**src/rtl/quiz_buzz_arbiter.sv**
```systemverilog
// Quiz buzzer arbiter: locks in the first eligible press, times the answer
// window and applies host judgement to four saturating score registers.
module quiz_buzz_arbiter #(
    parameter int unsigned TICKS_PER_SEC = 100000000,
    parameter int unsigned ANSWER_SECS   = 10,
    parameter int unsigned CORRECT_PTS   = 2,
    parameter int unsigned WRONG_PTS     = 1,
    parameter int unsigned BUZZ_CYCLES   = 20000000
) (
    input  logic        clk_i,
    input  logic        rst_i,
    input  logic        enable_i,
    input  logic [2:0]  player_count_i,
    input  logic [3:0]  player_press_i,
    input  logic        host_start_i,
    input  logic        host_correct_i,
    input  logic        host_wrong_i,
    input  logic        host_cancel_i,
    input  logic        clear_scores_i,
    output logic [1:0]  state_o,
    output logic [2:0]  winner_o,
    output logic [3:0]  locked_o,
    output logic [3:0]  time_left_o,
    output logic [6:0]  player1_score_o,
    output logic [6:0]  player2_score_o,
    output logic [6:0]  player3_score_o,
    output logic [6:0]  player4_score_o,
    output logic [23:0] led_o,
    output logic        buzzer_o
);

    typedef enum logic [1:0] {
        StIdle   = 2'd0,
        StArmed  = 2'd1,
        StAnswer = 2'd2
    } state_e;

    localparam int unsigned TickW = (TICKS_PER_SEC > 1) ? $clog2(TICKS_PER_SEC) : 1;
    localparam int unsigned BuzzW = (BUZZ_CYCLES > 0) ? $clog2(BUZZ_CYCLES + 1) : 1;

    localparam logic [TickW-1:0] TickMax    = TickW'(TICKS_PER_SEC - 1);
    localparam logic [BuzzW-1:0] BuzzLoad   = BuzzW'(BUZZ_CYCLES);
    localparam logic [3:0]       AnswerSecs = 4'(ANSWER_SECS);
    localparam logic [7:0]       CorrectPts = 8'(CORRECT_PTS);
    localparam logic [7:0]       WrongPts   = 8'(WRONG_PTS);
    localparam logic [7:0]       ScoreMax   = 8'd99;

    state_e           state_q;
    logic [2:0]       winner_q;
    logic [3:0]       locked_q;
    logic [3:0]       time_left_q;
    logic [TickW-1:0] tick_q;
    logic [BuzzW-1:0] buzz_q;
    logic [6:0]       score_q [4];

    logic [3:0] valid_mask;
    logic [3:0] elig_mask;
    logic [3:0] press_elig;
    logic [3:0] win_onehot;
    logic [3:0] locked_after_wrong;
    logic [2:0] first_idx;
    logic [1:0] win_sel;
    logic [7:0] cur_score;
    logic [7:0] score_up;
    logic [7:0] score_dn;
    logic       tick_wrap;
    logic       timeout;

    always_comb begin
        case (player_count_i)
            3'd0, 3'd1: valid_mask = 4'b0001;
            3'd2:       valid_mask = 4'b0011;
            3'd3:       valid_mask = 4'b0111;
            default:    valid_mask = 4'b1111;
        endcase
        elig_mask  = valid_mask & ~locked_q;
        press_elig = player_press_i & elig_mask;

        // Lowest index wins on simultaneous presses.
        if (press_elig[0])      first_idx = 3'd1;
        else if (press_elig[1]) first_idx = 3'd2;
        else if (press_elig[2]) first_idx = 3'd3;
        else if (press_elig[3]) first_idx = 3'd4;
        else                    first_idx = 3'd0;

        win_sel            = 2'(winner_q - 3'd1);
        win_onehot         = (winner_q != 3'd0) ? (4'b0001 << win_sel) : 4'b0000;
        locked_after_wrong = locked_q | win_onehot;

        // Widened to 8 bits so a large add cannot wrap before saturation.
        cur_score = {1'b0, score_q[win_sel]};
        score_up  = cur_score + CorrectPts;
        if (score_up > ScoreMax) begin
            score_up = ScoreMax;
        end
        score_dn = (cur_score < WrongPts) ? 8'd0 : (cur_score - WrongPts);

        tick_wrap = (tick_q == TickMax);
        timeout   = tick_wrap && (time_left_q == 4'd1);
    end

    always_ff @(posedge clk_i or posedge rst_i) begin
        if (rst_i) begin
            state_q     <= StIdle;
            winner_q    <= 3'd0;
            locked_q    <= 4'd0;
            time_left_q <= 4'd0;
            tick_q      <= '0;
            buzz_q      <= '0;
            for (int i = 0; i < 4; i++) begin
                score_q[i] <= 7'd0;
            end
        end else if (!enable_i) begin
            state_q     <= StIdle;
            winner_q    <= 3'd0;
            locked_q    <= 4'd0;
            time_left_q <= 4'd0;
            tick_q      <= '0;
            buzz_q      <= '0;
        end else begin
            buzz_q <= (buzz_q != '0) ? (buzz_q - BuzzW'(1)) : '0;
            case (state_q)
                StIdle: begin
                    if (clear_scores_i) begin
                        for (int i = 0; i < 4; i++) begin
                            score_q[i] <= 7'd0;
                        end
                    end
                    if (host_start_i) begin
                        state_q <= StArmed;
                    end else begin
                        locked_q <= locked_q | press_elig;
                    end
                end
                StArmed: begin
                    if (host_cancel_i) begin
                        locked_q <= 4'd0;
                        state_q  <= StIdle;
                    end else if (press_elig != 4'd0) begin
                        winner_q    <= first_idx;
                        state_q     <= StAnswer;
                        time_left_q <= AnswerSecs;
                        tick_q      <= '0;
                        buzz_q      <= BuzzLoad;
                    end else if (elig_mask == 4'd0) begin
                        locked_q <= 4'd0;
                        state_q  <= StIdle;
                    end
                end
                StAnswer: begin
                    if (host_cancel_i) begin
                        locked_q    <= 4'd0;
                        winner_q    <= 3'd0;
                        time_left_q <= 4'd0;
                        tick_q      <= '0;
                        state_q     <= StIdle;
                    end else if (host_correct_i) begin
                        score_q[win_sel] <= score_up[6:0];
                        locked_q         <= 4'd0;
                        winner_q         <= 3'd0;
                        time_left_q      <= 4'd0;
                        tick_q           <= '0;
                        state_q          <= StIdle;
                    end else if (host_wrong_i || timeout) begin
                        score_q[win_sel] <= score_dn[6:0];
                        winner_q         <= 3'd0;
                        time_left_q      <= 4'd0;
                        tick_q           <= '0;
                        if ((valid_mask & ~locked_after_wrong) != 4'd0) begin
                            locked_q <= locked_after_wrong;
                            state_q  <= StArmed;
                        end else begin
                            locked_q <= 4'd0;
                            state_q  <= StIdle;
                        end
                    end else if (tick_wrap) begin
                        tick_q      <= '0;
                        time_left_q <= time_left_q - 4'd1;
                    end else begin
                        tick_q <= tick_q + TickW'(1);
                    end
                end
                default: state_q <= StIdle;
            endcase
        end
    end

    assign state_o         = state_q;
    assign winner_o        = winner_q;
    assign locked_o        = locked_q;
    assign time_left_o     = time_left_q;
    assign player1_score_o = score_q[0];
    assign player2_score_o = score_q[1];
    assign player3_score_o = score_q[2];
    assign player4_score_o = score_q[3];
    assign buzzer_o        = (buzz_q != '0);
    assign led_o           = {7'd0, (state_q == StArmed), 4'd0, locked_q, 4'd0, win_onehot};

endmodule

```
**config.mk**
```make
export PLATFORM = sky130hd
export DESIGN_NAME = quiz_buzz_arbiter
export DESIGN_NICKNAME = d
export VERILOG_FILES = /design/src/rtl/quiz_buzz_arbiter.sv
export SDC_FILE = /design/constraint.sdc
export NUM_CORES = 1
export LEC_CHECK = 0
export CORE_MARGIN = 4
export CORE_UTILIZATION = 57
export CTS_BUF_LIST = sky130_fd_sc_hd__clkbuf_4
export DETAILED_ROUTE_END_ITERATION = 10
export HOLD_SLACK_MARGIN = 0.15
export PLACE_DENSITY = 0.9
export SETUP_SLACK_MARGIN = 0.5
export SYNTH_ARGS = -nofsm -noshare
export SYNTH_HDL_FRONTEND = slang
export SYNTH_SLANG_ARGS = --single-unit
```
**constraint.sdc**
```tcl
create_clock -name clk_i -period 4.42 [get_ports clk_i]
set_input_delay 1.326 -clock clk_i [delete_from_list [all_inputs] [get_ports clk_i]]
set_output_delay 1.326 -clock clk_i [all_outputs]
set_load 0.01 [all_outputs]
```
After elaboration in Yosys (flattened, before gate mapping)

Index checks and enable logic that the tools add are counted.

Register bits after elaboration: 93
Bits in latches: 0
Bits in writable memories: 0
ROM bits: 0
Word-level logic and storage cells: 136
Memories: 0

Add/sub/neg operators: 6
$mul: 0
Divide/modulo/power cells: 0
Magnitude comparators: 4
Eq/ne operators: 21
Shifts and indexed selects: 1
Mux-type cells: 68
Bitwise gates (word level): 8
Reductions and logical operators: 18

Operators with widths:

| cell                  | number |
|---|---|
| $mux 27               | 7 |
| $mux 25               | 5 |
| $mux 28               | 4 |
| $mux 4                | 17 |
| $bwmux 28             | 2 |
| $pmux 28 s2           | 1 |
| $pmux 27 s2           | 1 |
| $mux 7                | 5 |
| $mux 3                | 10 |
| $add 27x1->27 const B | 1 |
| $eq 27x27->1 const B  | 1 |
| $reduce_bool 25->1    | 1 |
| $sub 25x1->25 const B | 1 |
| $pmux 4 s3            | 2 |
| $mux 2                | 8 |
| $bmux 7 s2            | 1 |
| $demux 7 s2           | 1 |
| $and 4x4->4           | 3 |
| $ne 3x3->1 const B    | 4 |
| $reduce_and 5->1      | 2 |
| $add 7x2->8 const B   | 1 |
| $gt 8x7->1 const B    | 1 |
| $not 4->4             | 2 |
| $or 4x4->4            | 2 |
| other kinds (37)      | 43 |

Logic depth before layout (Yosys ltp)

Word-level depth: 13
Mapped depth: 13

Worst setup path after synthesis

Ideal clock, no wire load.

Kind: flip-flop to output port
From: register buzz_q[7]
To: output buzzer_o
Arrival time: 2453 ps
Required time: 3094 ps
Path slack: 641 ps
Stages on the path, launching flop included: 7
Path buffers: 1
Cells stage by stage: dfrtp_1 > or4_4 > or3_4 > or4_1 > buf_2 > or3_1 > or2_2

Cells in the longest elaborated chain, start to end: 1

RTL lines:

| element                | RTL line | source |
|---|---|---|
| from (decl)            | 53       | `logic [BuzzW-1:0] buzz_q;` |
| from (signal assigned) | 121      | `buzz_q <= (buzz_q != '0) ? (buzz_q - BuzzW'(1)) : '0;` |
| from (signal assigned) | 144      | `buzz_q <= BuzzLoad;` |
| $reduce_bool 25->1     | 196      | `assign buzzer_o = (buzz_q != '0);` |
| to (decl)              | 29       | `output logic buzzer_o` |

Every way passes these cells.

Final worst setup path

Ends and elaborated chain as after synthesis.

==> key figures <==
Status
  – Status: complete, no violations

Timing
  – Final-report setup violation count: 0
  – Setup Skew: 0.0215 ns
  – Max Freq: 0.240 GHz
  – Final cycle utilization of the critical path: 94.4%
  – Fin. Hold Viols: 0
  – Slew @ Worst Pin: 0.812 ns
  – Slew headroom: 45.6%
  – Setup_tns: 0 ns
  – Min cycle time layout: 4.17 ns
  – RSZ-0062 raised after global routing: yes
  – Max Slew Vio Count: 0

Worst hold path
  – Hold wc startpoint: buzz_q[0]
  – Hold WC Path Type: flop to flop
  – Worst hold endpoint: buzz_q[0]
  – Hold path depth: 1

Worst setup path
  – R2R Setup Slk: 0.93 ns
  – Top Family by Delay on Critical Path: simple AND/OR/NAND/NOR gates
  – CP Data Arrival Time: 2.85 ns
  – Critical path's largest stage delay: 0.52 ns
  – Crit path kind: flop to output pin
  – Critical-path top delay cell: or4_4
  – Reg2Reg Depth: 11
  – Critical Path RT: 3.09 ns
  – Buf/Inv on CP: 1
  – Critical Path Fanout Max: 2
  – R2R Path Start: winner_o[0]
  – Critical path cell sequence: or4_4 > or3_4 > or4_4 > or3_4 > or2_4 > buf_6
  – R2r endpoint: player2_score_o[5]
  – Crit start category: flop
  – Setup crit end kind: output pin

Power and ir drop
  – Comb power frac: 41.9%
  – Seq pwr share: 40.9%
  – Leak: 0.00264 µW
  – Pwr/cell area: 429 mW/mm²
  – Switch share: 38.8%
  – Sw power: 1070 µW
  – Clock network fraction of total power: 17.2%
  – Peak VDD IR: 0.210 mV
  – Int Power: 1690 µW

Route
  – Number of routed nets with antenna violations: 0
  – Drt initial violations: 398
  – Total number of vias: 4872
  – WL final: 14500 µm
  – Routed length per instance: 18.9 µm
  – DRC viols: 0
  – First-pass iteration count of the detailed router: 4
  – Vias/cell: 6.34

Die
  – Die Ht: 107 µm
  – # IOs: 81
  – Horiz. Die Dim: 107 µm
  – Initial Util: 59.3%
  – Die footprint: 0.0114 mm²
  – Core ar.: 0.00937 mm²
  – # rows: 35

Clock network
  – Number of H-tree levels: 3
  – TritonCTS Buffers: 9
  – Root Buffer: clkbuf_4
  – Worst-skew pair later-pin latency: 0.46 ns
  – Num Clock Sinks: 93
  – CTS tree: built
  – Reg clk slew, reported paths: 0.15 ns
  – Max Root-Sink Buffers: 2

Layout
  – Fill count: 695
  – Final #Nets: 664
  – Inserted Diodes: 0
  – Util after Layout: 68.7%
  – Area Growth Syn to Fin: 15.9%
  – Area of the multi-input gates: 0.00293 mm²
  – Finished Cell Area: 0.00643 mm²
  – Share of cells above drive strength 1: 9.08%
  – Storage element area: 0.00233 mm²

Global route
  – Pin count of the biggest net entering global routing: 51
  – GRT Resource Usage Total: 26.4%
  – Vias in the first global route: 4779
  – Gr ovfl total: 0
  – Initial antenna violation count: 0
  – First-pass GRT wire length: 24200 µm

Place
  – Post-DP Area: 0.00624 mm²
  – Buffers added on ports: 65
  – Post-DP HPWL: 10400 µm
  – Gpl congestion: 0.941

Logic synthesis
  – Yosys warns: 0
  – Seq/Total Area, Yosys: 41.9%
  – Seq cells post-synth: 93
  – Cell area after synthesis: 0.00555 mm²
  – Most used DFF post-synth: dfrtp_1
  – Post-synth cell types: 67
  – Syn avg cell area: 9.66 µm²
  – Share of synthesized registers carrying an async set or reset: 100%
  – Mapped Cells: 575
  – Post-synth EDFFs: 0

Job
  – Max Cap Violations: 0
-- repair_timing --
| item | CTS | global route |
|---|---|---|
| setup endpoints to repair | 1 | 9 |
| gates resized for setup | 7 | 2 |
| endpoints found under the hold margin | 0 | 0 |
| cloned | 0 | 0 |
| pin swaps | 3 | 2 |
| hold buffers | 0 | 0 |
| buffers inserted | 5 | 1 |
-- routing by layer --
metal / wire length [µm] / track usage (%) / vias up
li1: - / - / 2192
met4: 324 / 7.58 / 0
met5: 0 / 0 / -
met1: 6030 / 35.3 / 2381
met2: 7110 / 43.6 / 258
met3: 1050 / 5.24 / 41
-- worst max-delay path by stage --
stage                         start  endpoint  depth (start not counted)
final                     buzz_q[7]  buzzer_o                          6
after CTS                 buzz_q[7]  buzzer_o                          6
after detailed placement  buzz_q[7]  buzzer_o                          6
after global routing      buzz_q[7]  buzzer_o                          6
after global placement    buzz_q[7]  buzzer_o                          6
after floorplan           buzz_q[7]  buzzer_o                          6
-- sequential cells by signal (all words and copies together) (netlist names) --
name / count
buzz_q: 25
player1_score_o: 7
time_left_o: 4
player3_score_o: 7
state_o: 2
locked_o: 4
player2_score_o: 7
tick_q: 27
winner_o: 3
player4_score_o: 7
-- per-stage QoR --
stage | setup WS [ns] | std cells | hold slack, ns | total power (µW)
after CTS | 0.158 | 767 | 0.504 | 2740
after floorplan | 0.641 | 589 | 0.446 | 1880
final | 0.248 | 768 | 0.506 | 2760
after global placement | 0.267 | 746 | 0.473 | 2140
after detailed placement | 0.249 | 746 | 0.486 | 2200
after global routing | 0.165 | 768 | 0.525 | 2940
-- final cells by class --
class | instances | share of cell area (%)
well taps | 129 | 2.51
flip-flops and latches | 93 | 36.2
clock buffers | 9 | 1.05
multi-input cells | 424 | 45.5
clock inverters | 7 | 1.13
inverters | 25 | 1.48
repair buffers | 81 | 12.2
-- power groups by stage --
stage               clock (µW)  sequential, µW  combinational (µW)
floorplan                    0            1110                 769
global placement             0            1130                1010
detailed placement           0            1140                1060
CTS                        489            1120                1130
global route               525            1150                1270
finish                     476            1130                1160
-- kinds of logic after synthesis --
| family | synth area share, % |
|---|---|
| simple gates | 18.9 |
| compound gates | 18.4 |
| flops | 41.9 |
| buf+inv | 6.58 |
| xor+xnor | 6.78 |
| fa+ha+maj | 3.38 |
| mux | 4.01 |
| other cells | 0.0675 |
-- layout by cell type, fill, tap and decap left out, types with 8 or more instances in the layout --
master	netlist	final
ha_1	15	15
clkbuf_4	0	9
inv_1	25	24
nor2_1	65	65
nor3_1	9	9
a22o_1	25	25
and4_1	9	9
nand2b_1	8	8
dfrtp_1	93	92
nand2_1	34	34
nand4_1	9	9
o21ai_0	27	27
clkdlybuf4s50_1	0	64
buf_4	19	15
a211oi_1	14	14
or3_1	9	8
xnor2_1	34	34
nand3_1	13	13
xor2_1	9	9
conb_1	1	15
a21oi_1	16	16
-- Yosys cell counts, types with 3 or more instances --
cell	n	area, µm²
nand2_1	34	128
nor2b_1	4	25.0
or4_1	8	60.1
xnor2_1	34	298
o2bb2ai_1	4	35.0
o31ai_1	5	37.5
ha_1	15	188
a211oi_1	14	105
buf_2	4	20.0
o21ai_0	27	135
or2_2	3	18.8
clkbuf_1	20	75.1
nand2b_1	8	50.1
nor4_1	5	31.3
mux2_2	4	45.0
and2_1	3	18.8
a2bb2oi_1	4	35.0
nand3b_1	3	22.5
o211ai_1	3	22.5
nand3_1	13	65.1
xor2_1	9	78.8
nor2_1	65	244
mux4_2	7	158
a21boi_0	3	22.5
a21oi_1	16	80.1
buf_4	19	143
a2111oi_0	7	61.3
and4_1	9	78.8
or3_1	9	56.3
a22o_1	25	219
inv_1	25	93.8
nor3_1	9	45.0
dfrtp_1	93	2330
nand4_1	9	56.3
and3_1	7	43.8
a31oi_1	6	37.5
-- worst register-to-register path, stage by stage (launching register included) --
cell and delay [ns]:
dfrtp_2 0.60, inv_1 0.11, ha_1 0.58, mux4_2 0.51
inv_1 0.11, ha_1 0.15, inv_1 0.06, or3_1 0.40
o21a_1 0.18, a311oi_1 0.31, a21oi_1 0.17, a22o_1 0.24
Note: power is estimated with default switching activity, not from simulation.
